$ cat src/rtl/spi_flash_responder_if.sv
// SPI pin bundle plus the responder's status outputs.
// The master modport drives the pins; the slave modport is the flash side.
interface spi_flash_responder_if;
  logic        spi_clk;
  logic        spi_di;
  logic        spi_cs;
  logic        spi_do;
  logic        active;
  logic        cmd_strobe;
  logic [7:0]  cmd_code;
  logic [15:0] xfer_count;

  modport master (
    output spi_clk, spi_di, spi_cs,
    input  spi_do, active, cmd_strobe, cmd_code, xfer_count
  );

  modport slave (
    input  spi_clk, spi_di, spi_cs,
    output spi_do, active, cmd_strobe, cmd_code, xfer_count
  );
endinterface

$ cat src/rtl/spi_flash_responder.sv
// SPI mode-0 responder emulating the JEDEC-ID / status / read subset of a serial flash.
// The SPI pins are oversampled in the clk domain through 2-flop synchronizers.
module spi_flash_responder #(
  parameter logic [7:0] MFR_ID     = 8'hEF,
  parameter logic [7:0] MEM_TYPE   = 8'h40,
  parameter logic [7:0] CAPACITY   = 8'h18,
  parameter logic [7:0] DEVICE_ID  = 8'h17,
  parameter logic [7:0] STATUS_REG = 8'h00,
  parameter logic [7:0] DATA_SEED  = 8'h5A
) (
  input  logic                   clk,
  input  logic                   rst_n,
  spi_flash_responder_if.slave   bus
);

  typedef enum logic [2:0] {IDLE, CMD, ADDR, DUMMY, RESP, IGNORE} state_t;

  // Pin order {di, cs, clk}; idle-bus values are the reset values.
  localparam logic [2:0] SYNC_INIT = 3'b110;

  logic [2:0] pin_raw;
  logic [2:0] pin_meta_reg;
  logic [2:0] pin_sync_reg;

  assign pin_raw = {bus.spi_di, bus.spi_cs, bus.spi_clk};

  generate
    for (genvar gi = 0; gi < 3; gi++) begin : g_sync
      always_ff @(posedge clk or negedge rst_n) begin
        if (!rst_n) begin
          pin_meta_reg[gi] <= SYNC_INIT[gi];
          pin_sync_reg[gi] <= SYNC_INIT[gi];
        end else begin
          pin_meta_reg[gi] <= pin_raw[gi];
          pin_sync_reg[gi] <= pin_meta_reg[gi];
        end
      end
    end
  endgenerate

  logic sclk_s, cs_s, di_s;
  logic sclk_prev_reg, cs_prev_reg;
  logic settle_1_reg, settle_2_reg, armed_reg;

  assign sclk_s = pin_sync_reg[0];
  assign cs_s   = pin_sync_reg[1];
  assign di_s   = pin_sync_reg[2];

  // armed only counts cs=1 once the synchronizer holds real pin samples, so a
  // reset released mid-frame cannot mistake its reset value for a deselect.
  always_ff @(posedge clk or negedge rst_n) begin
    if (!rst_n) begin
      sclk_prev_reg <= 1'b0;
      cs_prev_reg   <= 1'b1;
      settle_1_reg  <= 1'b0;
      settle_2_reg  <= 1'b0;
      armed_reg     <= 1'b0;
    end else begin
      sclk_prev_reg <= sclk_s;
      cs_prev_reg   <= cs_s;
      settle_1_reg  <= 1'b1;
      settle_2_reg  <= settle_1_reg;
      if (settle_2_reg && cs_s) armed_reg <= 1'b1;
    end
  end

  logic sclk_rise, sclk_fall, cs_rise, frame_start;

  assign sclk_rise   = sclk_s & ~sclk_prev_reg;
  assign sclk_fall   = ~sclk_s & sclk_prev_reg;
  assign cs_rise     = cs_s & ~cs_prev_reg;
  assign frame_start = ~cs_s & cs_prev_reg & armed_reg;

  state_t      state_reg;
  logic [6:0]  rx_shift_reg;
  logic [7:0]  tx_shift_reg;
  logic [2:0]  bit_cnt_reg;
  logic [1:0]  cnt_reg;
  logic [1:0]  idx_reg;
  logic [23:0] addr_reg;
  logic        spi_do_reg;
  logic        active_reg;
  logic        cmd_strobe_reg;
  logic [7:0]  cmd_code_reg;
  logic [15:0] xfer_count_reg;

  logic [7:0]  rx_byte;
  logic [23:0] addr_next;

  assign rx_byte   = {rx_shift_reg, di_s};
  assign addr_next = addr_reg + 24'd1;

  always_ff @(posedge clk or negedge rst_n) begin
    if (!rst_n) begin
      state_reg      <= IDLE;
      rx_shift_reg   <= '0;
      tx_shift_reg   <= 8'hFF;
      bit_cnt_reg    <= '0;
      cnt_reg        <= '0;
      idx_reg        <= '0;
      addr_reg       <= '0;
      spi_do_reg     <= 1'b1;
      active_reg     <= 1'b0;
      cmd_strobe_reg <= 1'b0;
      cmd_code_reg   <= '0;
      xfer_count_reg <= '0;
    end else begin
      cmd_strobe_reg <= 1'b0;
      if (cs_rise) begin
        // Deselect wins over any same-cycle clock edge; partial byte dropped.
        state_reg   <= IDLE;
        bit_cnt_reg <= '0;
        spi_do_reg  <= 1'b1;
        active_reg  <= 1'b0;
      end else if (state_reg == IDLE) begin
        spi_do_reg <= 1'b1;
        if (frame_start) begin
          state_reg      <= CMD;
          active_reg     <= 1'b1;
          xfer_count_reg <= '0;
          bit_cnt_reg    <= '0;
        end
      end else if (sclk_rise) begin
        rx_shift_reg <= rx_byte[6:0];
        bit_cnt_reg  <= bit_cnt_reg + 3'd1;
        if (bit_cnt_reg == 3'd7) begin
          if (xfer_count_reg != 16'hFFFF) xfer_count_reg <= xfer_count_reg + 16'd1;
          case (state_reg)
            CMD: begin
              cmd_code_reg   <= rx_byte;
              cmd_strobe_reg <= 1'b1;
              case (rx_byte)
                8'h9F:   begin state_reg <= RESP;  tx_shift_reg <= MFR_ID; idx_reg <= 2'd1; end
                8'h05:   begin state_reg <= RESP;  tx_shift_reg <= STATUS_REG; end
                8'hAB:   begin state_reg <= DUMMY; cnt_reg <= 2'd3; end
                8'h03:   begin state_reg <= ADDR;  cnt_reg <= 2'd3; end
                default: state_reg <= IGNORE;
              endcase
            end
            ADDR: begin
              addr_reg <= {addr_reg[15:0], rx_byte};
              cnt_reg  <= cnt_reg - 2'd1;
              if (cnt_reg == 2'd1) begin
                state_reg    <= RESP;
                tx_shift_reg <= rx_byte ^ DATA_SEED;
              end
            end
            DUMMY: begin
              cnt_reg <= cnt_reg - 2'd1;
              if (cnt_reg == 2'd1) begin
                state_reg    <= RESP;
                tx_shift_reg <= DEVICE_ID;
              end
            end
            RESP: begin
              case (cmd_code_reg)
                8'h9F: begin
                  case (idx_reg)
                    2'd1:    tx_shift_reg <= MEM_TYPE;
                    2'd2:    tx_shift_reg <= CAPACITY;
                    default: tx_shift_reg <= 8'hFF;
                  endcase
                  if (idx_reg != 2'd3) idx_reg <= idx_reg + 2'd1;
                end
                8'h05: tx_shift_reg <= STATUS_REG;
                8'hAB: tx_shift_reg <= DEVICE_ID;
                8'h03: begin
                  addr_reg     <= addr_next;
                  tx_shift_reg <= addr_next[7:0] ^ DATA_SEED;
                end
                default: tx_shift_reg <= 8'hFF;
              endcase
            end
            default: ;
          endcase
        end
      end else if (sclk_fall && state_reg == RESP) begin
        spi_do_reg   <= tx_shift_reg[7];
        tx_shift_reg <= {tx_shift_reg[6:0], 1'b1};
      end
    end
  end

  assign bus.spi_do     = spi_do_reg;
  assign bus.active     = active_reg;
  assign bus.cmd_strobe = cmd_strobe_reg;
  assign bus.cmd_code   = cmd_code_reg;
  assign bus.xfer_count = xfer_count_reg;

endmodule
$ cat src/flat_wrapper.sv
// flat-port wrapper written by rule: the top's interface ports become plain ports
module spi_flash_responder_flat 
#(
  parameter logic [7:0] MFR_ID     = 8'hEF,
  parameter logic [7:0] MEM_TYPE   = 8'h40,
  parameter logic [7:0] CAPACITY   = 8'h18,
  parameter logic [7:0] DEVICE_ID  = 8'h17,
  parameter logic [7:0] STATUS_REG = 8'h00,
  parameter logic [7:0] DATA_SEED  = 8'h5A
)
  (clk, rst_n, bus_spi_clk, bus_spi_di, bus_spi_cs, bus_spi_do, bus_active, bus_cmd_strobe, bus_cmd_code, bus_xfer_count);
  spi_flash_responder_if bus_i ();
  input  logic clk;
  input  logic rst_n;
  input wire logic [$bits(bus_i.spi_clk)-1:0] bus_spi_clk;
  input wire logic [$bits(bus_i.spi_di)-1:0] bus_spi_di;
  input wire logic [$bits(bus_i.spi_cs)-1:0] bus_spi_cs;
  output wire logic [$bits(bus_i.spi_do)-1:0] bus_spi_do;
  output wire logic [$bits(bus_i.active)-1:0] bus_active;
  output wire logic [$bits(bus_i.cmd_strobe)-1:0] bus_cmd_strobe;
  output wire logic [$bits(bus_i.cmd_code)-1:0] bus_cmd_code;
  output wire logic [$bits(bus_i.xfer_count)-1:0] bus_xfer_count;
  assign bus_i.spi_clk = bus_spi_clk;
  assign bus_i.spi_di = bus_spi_di;
  assign bus_i.spi_cs = bus_spi_cs;
  assign bus_spi_do = bus_i.spi_do;
  assign bus_active = bus_i.active;
  assign bus_cmd_strobe = bus_i.cmd_strobe;
  assign bus_cmd_code = bus_i.cmd_code;
  assign bus_xfer_count = bus_i.xfer_count;
  spi_flash_responder #(.MFR_ID(MFR_ID), .MEM_TYPE(MEM_TYPE), .CAPACITY(CAPACITY), .DEVICE_ID(DEVICE_ID), .STATUS_REG(STATUS_REG), .DATA_SEED(DATA_SEED)) u_core (.clk(clk), .rst_n(rst_n), .bus(bus_i));
endmodule
$ cat config.mk
export PLATFORM = sky130hd
export DESIGN_NAME = spi_flash_responder_flat
export DESIGN_NICKNAME = d
export VERILOG_FILES = /design/src/rtl/spi_flash_responder_if.sv /design/src/rtl/spi_flash_responder.sv /design/src/flat_wrapper.sv
export SDC_FILE = /design/constraint.sdc
export NUM_CORES = 1
export LEC_CHECK = 0
export CORE_MARGIN = 5
export CORE_UTILIZATION = 45
export DETAILED_ROUTE_END_ITERATION = 7
export PLACE_DENSITY = 0.7
export SETUP_SLACK_MARGIN = 0.5
export SYNTH_ARGS = -nofsm -noshare
export SYNTH_HDL_FRONTEND = slang
export SYNTH_SLANG_ARGS = --single-unit
$ cat constraint.sdc
create_clock -name clk -period 2 [get_ports clk]
set_clock_uncertainty 0.1 [all_clocks]
set_input_delay 0.6 -clock clk [delete_from_list [all_inputs] [get_ports clk]]
set_output_delay 0.6 -clock clk [all_outputs]
set_load 0.02 [all_outputs]
Word-level counts from Yosys, hierarchy flattened:

Cells that the tools add are included.

* output and inout bits: 27
* register bits after elaboration: 87
* bits of input ports: 5

* multiplexer cells: 46
* reductions and logical operators: 30
* bitwise operators: 13
* equal/unequal tests: 32
* add/sub/neg operators: 5

Operators with widths (number)
* two-way mux 16 bit: 5
* one-hot mux 8 bit (4 select lines): 2
* one-hot mux 24 bit (2 select lines): 1
* two-way mux 8 bit: 5
* equality test 8 bit (second input constant): 4
* one-hot mux 8 bit (2 select lines): 2
* two-way mux 3 bit: 10
* adder 24 x 1 -> 24 bit (second input constant): 1
* two-way mux 24 bit: 1
* nonzero test 2 bit: 9
* adder 16 x 1 -> 16 bit (second input constant): 1
* equality test 8 x 2 -> 1 bit (second input constant): 2
* equality test 8 x 3 -> 1 bit (second input constant): 2
* inequality test 16 bit (second input constant): 1
* AND reduction 8 bit: 2
* AND reduction 5 bit: 3
* two-way mux 1 bit: 12
* AND reduction 6 bit: 2
* inequality test 2 bit (second input constant): 5
* inequality test 3 bit (second input constant): 3
* one-hot mux 3 bit (3 select lines): 1
* nonzero test 3 bit: 3
* two-way mux 2 bit: 4
* inverter 4 bit: 2
* 23 further kinds: 43

Logic depth before layout (Yosys ltp):

* word-level depth: 8
* gate-level depth with buffers: 9
* gate-level depth less buffers: 8

Worst setup path before layout:

No wires, ideal clock.

* kind: flip-flop to flip-flop
* start point: register u_core.state_reg[1]
* end point: register u_core.xfer_count_reg[15], in the netlist u_core.bus.xfer_count[15]
* setup time: 0.077 ns
* data required time: 1.823 ns
* arrival: 2.008 ns
* path buffers: 2
* cell stages (with the launch flop): 9
* clock period less this slack: 2.186 ns
* setup slack: -0.186 ns
* path through: dfrtp_1 -> buf_4 -> nor3_2 -> mux2_1 -> o21ai_1 -> buf_2 -> nand4_1 -> or3_1 -> a21oi_1

* word-level cells in the longest chain between the ends: 3

Ends and longest elaborated chain
* start, declared: RTL line spi_flash_responder.sv:74 `state_t state_reg;`
* start signal, assigned: RTL line spi_flash_responder.sv:95 `state_reg <= IDLE;`
* start signal, assigned: RTL line spi_flash_responder.sv:111 `state_reg <= IDLE;`
* start signal, assigned: RTL line spi_flash_responder.sv:118 `state_reg <= CMD;`
* logical NOT 3 bit (*): RTL line spi_flash_responder.sv:115 `end else if (state_reg == IDLE) begin`
* inequality test 2 x 1 -> 1 bit (no source line) or nonzero test 2 bit (tied branches)
* AND reduction 5 bit (no source line)
* end signal, assigned: RTL line spi_flash_responder.sv:127 `if (xfer_count_reg != 16'hFFFF) xfer_count_reg <= xfer_count_reg + 16'd1;`
* end, declared: RTL line spi_flash_responder.sv:85 `logic [15:0] xfer_count_reg;`

Every way passes the cells marked *; elsewhere a longest branch is shown, timed or not.
A chain may end at the register's enable or synchronous reset.

Final worst setup path:

* start point: register u_core.bit_cnt_reg[1]
* end point: register u_core.xfer_count_reg[14], in the netlist u_core.bus.xfer_count[14]

* word-level cells in the longest chain between the ends: 3

Ends and longest elaborated chain
* start, declared: RTL line spi_flash_responder.sv:77 `logic [2:0] bit_cnt_reg;`
* start signal, assigned: RTL line spi_flash_responder.sv:125 `bit_cnt_reg <= bit_cnt_reg + 3'd1;`
* equality test 3 bit: RTL line spi_flash_responder.sv:126 `if (bit_cnt_reg == 3'd7) begin`
* nonzero test 2 bit (no source line)
* AND reduction 5 bit (no source line)

No other way between the ends.

==> results_dict.tcl <==
set metrics [dict create \
    cts_buffer_depth 2 \
    antenna_cells 0 \
    p_leak_uw 0.00251 \
    criticalPathCategory "register to register" \
    area_growth_pct 50.5 \
    row_count 33 \
    largest_register_ffs 16 \
    max-vdd-ir-drop_uv 478 \
    drt-initial-drc-count 283 \
    port_buffers 31 \
    r2r_cells 8 \
    async_flop_share_pct 100 \
    cts_tree "done" \
    synth_edf_count 0 \
    fillerInstances 591 \
    hp-class "input port to asynchronous set/reset pin" \
    ys_warn_count 0 \
    grtUsageMet3_pct 2.80 \
    finalCritPeriodShare_pct 107 \
    die_h_um 102 \
    postSynthCellCount 389 \
    wl_per_cell_um 18.3 \
    cap_viol_max_count 0 \
    violations "setup timing" \
    grt_max_degree 72 \
    final_cells 618 \
    place_ws_ns -0.110 \
    yosysTopAreaCellShare_pct 37.1 \
    pin_count 32 \
    first_global_vias 3460 \
    fp.dieW_um 102 \
    grt_pass1_wl_um 17200 \
    die-area_sq_mm 0.0105 \
    grt-ovfl-total 0 \
    grt_util_met2_pct 34.4 \
    final_nets 521 \
    rsz0062_at_grt "yes" \
    place.gp.congestion 0.864 \
    track_usage_pct 21.0 \
    start_util_pct 46.5 \
    grt.busiest_layer "met2" \
    avgSynthCellArea_sq_um 9.88 \
    synth_area_sq_mm 0.00384 \
    cts_buffers 9 \
    clk_latency_ns 0.35 \
    setup_ws_ns -0.136 \
    required_ns 2.19 \
    worst_setup_path_start_kind "register" \
    drv_slew 0 \
    status "complete, but fails checks" \
    worstPathMaxFanout 5 \
    htreeDepth 3 \
    p_per_area_mw_per_mm2 916 \
    synth-main-ff-cell "dfrtp_1" \
    fmax_mhz 468 \
    synth_cell_types 65 \
    core_area_sq_mm 0.00826 \
    vias 3556 \
    wl_um 11300 \
    synth-seq-cells 71 \
    grt_use_met1_pct 29.0 \
    fin_crit_ns 2.14 \
    place_inst 561 \
    clock-sinks 71 \
    end_kind "register" \
    setup_viol 29 \
    drc 0 \
    path_clk_slew_ns 0.09 \
    drive_gt1_share_pct 53.2 \
    viasPerCell 5.75 \
    synth_top_cell_by_area "dfrtp_1" \
    synth_area_leaders "dfrtp_1 (37%), dfstp_2 (9.6%), mux2_2 (4.7%)" \
    drtPass1Iterations 5 \
    antenna_found_initial 0 \
    synth_nets 402 \
    post-dp-hpwl_um 6630 \
    multi_input_area_sq_mm 0.00247 \
    final_hold_viol_count 0 \
    root_buffer "clkbuf_8" \
    arrival_ns 2.32 \
    synth-seq-area-share_pct 46.7 \
    ant_nets 0 \
    regArea_sq_mm 0.00181 \
]
==> what timing repair did <==
action / 4_1_cts / 5_1_grt
pin swaps: 25 / 25
buffers inserted: 25 / 11
resized for setup: 229 / 61
hold buffers: 0 / 0
cloned: 3 / 2
setup endpoints to repair: 87 / 87
==> metrics by stage <==
stage / hold WS (ns) / setup TNS (ns) / total power (uW) / utilization [%] / cell area [sq um]
after floorplan: 0.204 / -0.172 / 3000 / - / 4020
after global placement: 0.232 / -0.0890 / 3540 / 57.5 / 4740
after detailed placement: 0.237 / -0.445 / 3590 / 57.5 / 4740
after CTS: 0.176 / -0.363 / 5040 / 65.7 / 5430
after global routing: 0.193 / -5.38 / 5550 / 70.0 / 5780
final: 0.149 / -1.74 / 5300 / 70.0 / 5780
==> final cells by class <==
cell class	count	area share [%]
well taps	105	2.27
inverters	6	0.389
clock inverters	4	0.389
repair buffers	123	20.6
flip-flops and latches	71	31.3
clock buffers	12	2.34
multi-input cells	297	42.7
==> cells in the mapped netlist (all sizes together) (4+ instances only) <==
cell	n
and4	4
and3	7
nand4	15
dfstp	14
nand3	15
o31ai	4
xnor2	4
nor2b	7
a21oi	21
o22ai	5
or3	8
inv	6
nor3	7
xor2	13
nand2b	5
a21o	4
o21ai	27
mux2	17
nor2	41
ha	8
buf	10
nor3b	4
mux2i	5
nand2	34
clkbuf	9
dfrtp	57
==> power breakdown <==
group	total (uW)	switching, uW	internal (uW)
registers	1980	273	1710
logic	2320	1200	1130
clock network	994	548	446
total	5300	2020	3280
==> worst paths after layout <==
check | slack [ns] | end | start
worst min-delay path | 0.15 | u_core.bus.cmd_code[6]$_DFFE_PN0P_ | rst_n
worst max-delay path | -0.14 | u_core.bus.xfer_count[14]$_DFFE_PN0P_ | u_core.bit_cnt_reg[1]$_DFFE_PN0P_
worst max register to register | -0.14 | u_core.bus.xfer_count[14]$_DFFE_PN0P_ | u_core.bit_cnt_reg[1]$_DFFE_PN0P_
worst min register to register | 0.25 | u_core.settle_2_reg$_DFF_PN0_ | u_core.settle_1_reg$_DFF_PN0_
min in group clk | 0.25 | u_core.settle_2_reg$_DFF_PN0_ | u_core.settle_1_reg$_DFF_PN0_
max in group asynchronous | 1.30 | u_core.cs_prev_reg$_DFF_PN1_ | rst_n
==> placed cells by master, fill, tap and decap left out, types with 4 or more instances in the layout <==
| master | count |
|---|---|
| dfstp_2 | 14 |
| nor2_2 | 4 |
| dfrtp_1 | 43 |
| or3_1 | 5 |
| nor2_1 | 33 |
| nand2b_1 | 5 |
| ha_1 | 6 |
| o21ai_1 | 9 |
| inv_1 | 5 |
| buf_6 | 55 |
| nand3_4 | 4 |
| buf_4 | 61 |
| nand3_1 | 12 |
| nor2_4 | 5 |
| xnor2_1 | 4 |
| nand2_2 | 12 |
| and3_1 | 6 |
| mux2_4 | 17 |
| xor2_1 | 13 |
| clkbuf_8 | 9 |
| mux2i_1 | 4 |
| a21oi_2 | 4 |
| o21ai_2 | 14 |
| nand4_1 | 14 |
| nor2b_1 | 6 |
| nand2_1 | 20 |
| a21oi_1 | 15 |
| dfrtp_2 | 14 |
==> critical path: stages (launching register included) <==
cell and delay [ns]:
dfrtp_1 0.36, ha_2 0.19, ha_4 0.12, nand3b_1 0.12, mux2_4 0.31, o21ai_4 0.22
nand4_1 0.16, or3_1 0.36, a21oi_2 0.14
==> per-layer routing <==
metal	wire length, um	up-vias
met1	4770	1751
met3	585	24
li1	-	1662
met4	233	0
met2	5690	119
met5	0	-
==> kinds of logic (layout without fill, tap and decap cells) <==
group,count (synthesis),in the layout,share of synthesized area (%)
adder cells (fa/ha/maj),8,8,2.61
flip-flops,71,71,46.7
buffers and inverters,25,145,3.55
XOR/XNOR,17,17,3.87
AO/OA/AOI/OAI,83,84,13.7
AND/OR/NAND/NOR,162,165,23.2
other,1,1,0.0976
multiplexers,22,22,6.28
No activity file was read; power rests on OpenSTA's default activity.
